==> src/rtl/flash_arbiter.sv <==
// flash_arbiter: shares one SPI flash bus slave between two requesters with round-robin
// grant, rty back-off/re-issue, a per-attempt watchdog and enforced strobe release.
module flash_arbiter #(
   parameter int RETRY_DELAY    = 1000,
   parameter int MAX_RETRIES    = 15,
   parameter int TIMEOUT        = 65535,
   parameter int RELEASE_CYCLES = 16
) (
   input  logic        clk_i,
   input  logic        rst_i,
   input  logic [23:0] m0_adr_i,
   input  logic [31:0] m0_dat_i,
   input  logic        m0_we_i,
   input  logic        m0_stb_i,
   output logic [31:0] m0_dat_o,
   output logic        m0_ack_o,
   output logic        m0_err_o,
   input  logic [23:0] m1_adr_i,
   input  logic [31:0] m1_dat_i,
   input  logic        m1_we_i,
   input  logic        m1_stb_i,
   output logic [31:0] m1_dat_o,
   output logic        m1_ack_o,
   output logic        m1_err_o,
   output logic [23:0] f_adr_o,
   output logic [31:0] f_dat_o,
   output logic        f_we_o,
   output logic        f_stb_o,
   input  logic [31:0] f_dat_i,
   input  logic        f_ack_i,
   input  logic        f_rty_i,
   output logic        busy_o,
   output logic        grant_o
);

   localparam int RW = $clog2(MAX_RETRIES + 1);
   localparam int TW = $clog2(TIMEOUT + 1);
   localparam int BW = $clog2(RETRY_DELAY + 1);
   localparam int LW = $clog2(RELEASE_CYCLES + 1);
   localparam logic [RW-1:0] RETRY_LAST = RW'(MAX_RETRIES);
   localparam logic [TW-1:0] TO_LAST    = TW'(TIMEOUT - 1);
   localparam logic [BW-1:0] BO_LAST    = BW'(RETRY_DELAY - 1);
   localparam logic [LW-1:0] REL_LAST   = LW'(RELEASE_CYCLES - 1);

   typedef enum logic [2:0] {S_IDLE, S_ISSUE, S_WAIT, S_BACKOFF, S_RELEASE} state_t;

   state_t        state, state_nxt;
   logic [23:0]   adr_q;
   logic [31:0]   dat_q;
   logic          we_q;
   logic          last_grant;
   logic          mask_first;
   logic [RW-1:0] retry_cnt;
   logic [TW-1:0] timeout_cnt;
   logic [BW-1:0] backoff_cnt;
   logic [LW-1:0] rel_cnt;
   logic          req0, req1;
   logic          grant_req, grant_sel;
   logic          done_ack, done_err, do_retry;

   // The bus only ever sees the latched request; strobe is high exactly in WAIT.
   assign f_adr_o = adr_q;
   assign f_dat_o = dat_q;
   assign f_we_o  = we_q;
   assign f_stb_o = (state == S_WAIT);
   assign busy_o  = (state != S_IDLE);

   always_comb begin
      state_nxt = state;
      grant_req = 1'b0;
      grant_sel = 1'b0;
      done_ack  = 1'b0;
      done_err  = 1'b0;
      do_retry  = 1'b0;
      // The port just served may still hold stb for one cycle after its ack/err.
      req0 = m0_stb_i && !(mask_first && !last_grant);
      req1 = m1_stb_i && !(mask_first && last_grant);
      case (state)
         S_IDLE: begin
            if (req0 || req1) begin
               grant_req = 1'b1;
               grant_sel = (req0 && req1) ? ~last_grant : req1;
               state_nxt = S_ISSUE;
            end
         end
         S_ISSUE: state_nxt = S_WAIT;
         S_WAIT: begin
            if (f_ack_i) begin
               done_ack  = 1'b1;
               state_nxt = S_RELEASE;
            end else if (f_rty_i) begin
               if (retry_cnt == RETRY_LAST) begin
                  done_err  = 1'b1;
                  state_nxt = S_RELEASE;
               end else begin
                  do_retry  = 1'b1;
                  state_nxt = S_BACKOFF;
               end
            end else if (timeout_cnt == TO_LAST) begin
               done_err  = 1'b1;
               state_nxt = S_RELEASE;
            end
         end
         S_BACKOFF: if (backoff_cnt == BO_LAST) state_nxt = S_ISSUE;
         S_RELEASE: if (rel_cnt == REL_LAST) state_nxt = S_IDLE;
         default:   state_nxt = S_IDLE;
      endcase
   end

   always_ff @(posedge clk_i) begin
      if (rst_i) begin
         state       <= S_IDLE;
         adr_q       <= '0;
         dat_q       <= '0;
         we_q        <= 1'b0;
         last_grant  <= 1'b1;
         grant_o     <= 1'b0;
         mask_first  <= 1'b0;
         retry_cnt   <= '0;
         timeout_cnt <= '0;
         backoff_cnt <= '0;
         rel_cnt     <= '0;
         m0_dat_o    <= '0;
         m0_ack_o    <= 1'b0;
         m0_err_o    <= 1'b0;
         m1_dat_o    <= '0;
         m1_ack_o    <= 1'b0;
         m1_err_o    <= 1'b0;
      end else begin
         state      <= state_nxt;
         mask_first <= (state == S_RELEASE) && (state_nxt == S_IDLE);

         if (grant_req) begin
            adr_q      <= grant_sel ? m1_adr_i : m0_adr_i;
            dat_q      <= grant_sel ? m1_dat_i : m0_dat_i;
            we_q       <= grant_sel ? m1_we_i  : m0_we_i;
            last_grant <= grant_sel;
            grant_o    <= grant_sel;
            retry_cnt  <= '0;
         end else if (do_retry) begin
            retry_cnt <= retry_cnt + RW'(1);
         end

         if (state == S_ISSUE)
            timeout_cnt <= '0;
         else if (state == S_WAIT && timeout_cnt != TO_LAST)
            timeout_cnt <= timeout_cnt + TW'(1);

         if (state != S_BACKOFF)
            backoff_cnt <= '0;
         else if (backoff_cnt != BO_LAST)
            backoff_cnt <= backoff_cnt + BW'(1);

         if (state != S_RELEASE)
            rel_cnt <= '0;
         else if (rel_cnt != REL_LAST)
            rel_cnt <= rel_cnt + LW'(1);

         // Completion pulses go to the granted port only and last one cycle.
         m0_ack_o <= done_ack && !grant_o;
         m1_ack_o <= done_ack && grant_o;
         m0_err_o <= done_err && !grant_o;
         m1_err_o <= done_err && grant_o;
         if (done_ack && !grant_o) m0_dat_o <= f_dat_i;
         if (done_ack && grant_o)  m1_dat_o <= f_dat_i;
      end
   end

endmodule

==> config.mk <==
export PLATFORM = sky130hd
export DESIGN_NAME = flash_arbiter
export DESIGN_NICKNAME = d
export VERILOG_FILES = /design/src/rtl/flash_arbiter.sv
export SDC_FILE = /design/constraint.sdc
export NUM_CORES = 1
export LEC_CHECK = 0
export ABC_AREA = 1
export CORE_MARGIN = 4
export CORE_UTILIZATION = 35
export DETAILED_ROUTE_END_ITERATION = 10
export PLACE_DENSITY = 0.67
export SLEW_MARGIN = 20
export SYNTH_ARGS = -nofsm -noshare
export SYNTH_HDL_FRONTEND = slang
export SYNTH_SLANG_ARGS = --single-unit
export TNS_END_PERCENT = 30
==> constraint.sdc <==
create_clock -name clk_i -period 4.7 [get_ports clk_i]
set_input_delay 0.47 -clock clk_i [delete_from_list [all_inputs] [get_ports clk_i]]
set_output_delay 0.47 -clock clk_i [all_outputs]
set_load 0.02 [all_outputs]
==> flow_summary.yaml <==
run_status:
  status: "completed"
worst_setup_path:
  rrSetupSlack_ns: 2.33
  critical_path.top_delay_family: "buffers and inverters"
  crit_path_end_kind: "output port"
  cp_data_required_time_ns: 4.23
  startpoint_type: "flip-flop"
  crit_fanout: 28
  path_buf_inv: 2
  rr_worst_depth: 9
  worstPathCellList: "buf_4, clkdlybuf4s50_1"
  cpMaxStageDelayCell: "clkdlybuf4s50_1"
  r2r-start: "state[1]$_SDFF_PP0_"
  path_class: "flip-flop to output port"
  r2r-end: "f_adr_o[6]$_SDFFE_PP0P_"
  max_stage_delay_ns: 0.68
  cp.arrival_ns: 2.05
logic_synthesis:
  syn_area_um2: 6830
  yosysSeqAreaShare_pct: 48.6
  ys_types: 33
  synthCells: 924
  synth.avg_cell_area_um2: 7.39
  synth-seq-cells: 166
  yosys_warnings: 0
  synth_nets: 1082
pwr:
  power_switching_mw: 1.06
  p_int_mw: 2.63
  leakage_nw: 3.57
  sw_frac_of_total_pct: 28.7
  power_density_nw_per_um2: 356
  p_comb_share_pct: 19.1
  ir_drop_mv: 0.221
  p_seq_share_pct: 41.8
  share_clk_of_total_power_pct: 39.0
floorplan:
  core_um2: 19000
  die_h_um: 148
  start_util_pct: 36.0
  die_w_um: 148
  num_io_pins: 280
  die_area_um2: 21800
  rows: 50
clock_network:
  post_cts_resized: 0
  cts_buffer_depth: 2
  cts_buffers: 17
  h-tree-depth: 4
  clkSinkCount: 166
  root_buffer: "clkbuf_16"
  hold_buffers: 0
  clkTransAtPathRegs_ns: 0.07
  clk_latency_ns: 0.42
  cts_setup_buffers: 0
  cts_tree: "built"
sta:
  finalCriticalPeriod_ns: 2.52
  finalCritPeriodShare_pct: 53.7
  fin_setup_tns_ns: 0
  final_hold_viol_count: 0
  worstMarginPinSlew_ns: 1.03
  slew_viol_final: 0
  finClkSkew_ns: 0.0137
  relSlewSlack_pct: 31.4
  finalSetupViolations: 0
  fmaxAchievable_ghz: 0.396
  grt_setup_unrepaired: "no"
global_routing:
  grt_start_max_net_pins: 73
  grt_pass1_vias: 6455
  grt_use_total_pct: 19.5
  grt_overflow_total: 0
  grt_first_pass_wirelength_mm: 34.1
  antenna_found_initial: 3
cells_and_area:
  area_delta_synth_final_pct: 51.6
  drive_gt1_share_pct: 4.79
  n_fill_cell: 1780
  final_util_pct: 54.6
  nNetsFinal: 1334
routing:
  drcViolationCount: 0
  detail_route.wl_per_cell_um: 15.3
  firstDrtPassIters: 5
  via_per_inst: 4.75
  dr.first_iter.drc_count: 378
  ant_nets: 0
  vias: 6890
  wirelength_mm: 22.2
min_path:
  min_to: "f_dat_o[7]$_SDFFE_PP0P_"
  hp-start: "f_dat_o[7]$_SDFFE_PP0P_"
  hold_path_class: "flip-flop to flip-flop"
  holdPathStages: 2
placed_design:
  hpwl_mm: 15.7
  routabilityCongestion: 0.846
  port-buffer-count: 279
job:
  maxCapViolCount: 0
power groups by stage:
| stage | combinational (mW) | clock (mW) | sequential, mW |
|---|---|---|---|
| floorplan | 0.243 | 0 | 1.67 |
| global placement | 0.705 | 0 | 1.57 |
| detailed placement | 0.709 | 0 | 1.57 |
| CTS | 0.713 | 1.47 | 1.54 |
| global route | 0.763 | 1.53 | 1.56 |
| finish | 0.706 | 1.44 | 1.54 |
worst min-delay path, cell delays in order (launching register included):
cell and delay (ns):
dfxtp_1 0.31, nand2_1 0.05, o21ai_1 0.05
placed cells by master, fill, tap and decap left out, types with 2 or more instances in the layout:
cell type / n
clkdlybuf4s50_1: 278
nand2_1: 201
dfxtp_1: 166
nor2_1: 101
a21oi_1: 91
nand3_1: 82
o21ai_0: 66
o21ai_1: 63
inv_1: 41
clkbuf_16: 17
nor3_1: 11
buf_4: 9
nand4_1: 6
ha_1: 6
inv_6: 6
nor2_4: 5
xnor2_1: 5
inv_2: 4
diode_2: 3
or2_2: 3
xor2_1: 3
nand3b_1: 3
clkinv_4: 3
a211oi_1: 2
bufinv_16: 2
per-layer routing:
metal,up-vias,part of all wire [%],GRT usage (%)
met2,210,49,32.4
met3,18,8.5,8.49
met4,0,1.6,5.45
met5,-,0,0
met1,3099,41,22.9
li1,3563,-,-
stage by stage:
stage	power (mW)	instance area [um2]	hold WS, ns	cells	setup slack, ns
2_1_floorplan	1.91	6830	0.438	924	3.23
3_3_place_gp	2.28	9730	0.437	1416	1.89
6_report	3.69	10400	0.453	1452	2.18
4_1_cts	3.73	10300	0.457	1449	2.15
5_1_grt	3.85	10400	0.476	1452	2.05
3_5_place_dp	2.28	9750	0.446	1417	1.82
registers in the layout, indices dropped and copies added, names as in the netlist:
name         flops
f_dat_o         32
m0_dat_o        32
m1_dat_o        32
f_adr_o         24
timeout_cnt     16
backoff_cnt     10
rel_cnt          5
retry_cnt        4
state            3
f_we_o           1
grant_o          1
last_grant       1
m0_ack_o         1
m0_err_o         1
m1_ack_o         1
m1_err_o         1
mask_first       1
Yosys cell counts:
cell type	count	area (um2)
nor3_1	11	55.1
nor2_2	2	12.5
a31oi_1	1	6.26
nand3b_1	3	22.5
a21oi_1	91	455
o21ai_1	63	315
buf_4	9	67.6
o211ai_1	1	7.51
ha_1	6	75.1
nor2_1	102	383
nor2_4	2	22.5
buf_1	5	18.8
nand3_1	82	410
and3_1	1	6.26
or2_2	3	18.8
inv_2	4	15.0
nand2_2	1	6.26
nand4_1	6	37.5
buf_6	5	56.3
xnor2_1	5	43.8
clkbuf_1	20	75.1
o21bai_1	1	7.51
o22ai_1	1	6.26
nand2_1	201	754
buf_2	17	85.1
a211oi_1	2	15.0
a21oi_2	1	8.76
dfxtp_1	166	3320
clkinv_1	1	3.75
inv_1	41	154
nor3b_1	1	7.51
o21ai_0	66	330
xor2_1	3	26.3
kinds of logic (layout without fill, tap and decap cells):
group	count (synthesis)	in the layout	share of synthesized area, %
xor+xnor	8	8	1.03
flops	166	166	48.6
buf+inv	102	367	6.96
fa+ha+maj	6	6	1.10
other cells	0	3	0
simple gates	415	415	25.4
compound gates	227	227	16.9
worst max-delay path by stage:
stage	endpoint	start	slack, ns	cells past startpoint
floorplan	m0_dat_o[23]$_SDFFE_PP0P_	grant_o$_SDFFE_PP0P_	3.23	6
global placement	f_adr_o[14]$_SDFFE_PP0P_	m1_stb_i	1.89	7
detailed placement	f_dat_o[27]$_SDFFE_PP0P_	m1_stb_i	1.82	7
CTS	grant_o	grant_o$_SDFFE_PP0P_	2.15	2
global route	f_adr_o[8]$_SDFFE_PP0P_	state[1]$_SDFF_PP0_	2.05	9
finish	grant_o	grant_o$_SDFFE_PP0P_	2.18	2
area by class of cell:
cell class	instances	area (um2)	area share, %
clock inverters	14	163	1.57
flip-flops and latches	166	3320	32.1
inverters	46	173	1.67
clock buffers	18	439	4.24
well taps	260	325	3.14
diodes	3	7.51	0.0725
multi-input cells	656	3050	29.5
repair buffers	289	2880	27.8
No activity file was read; power rests on OpenSTA's default activity.
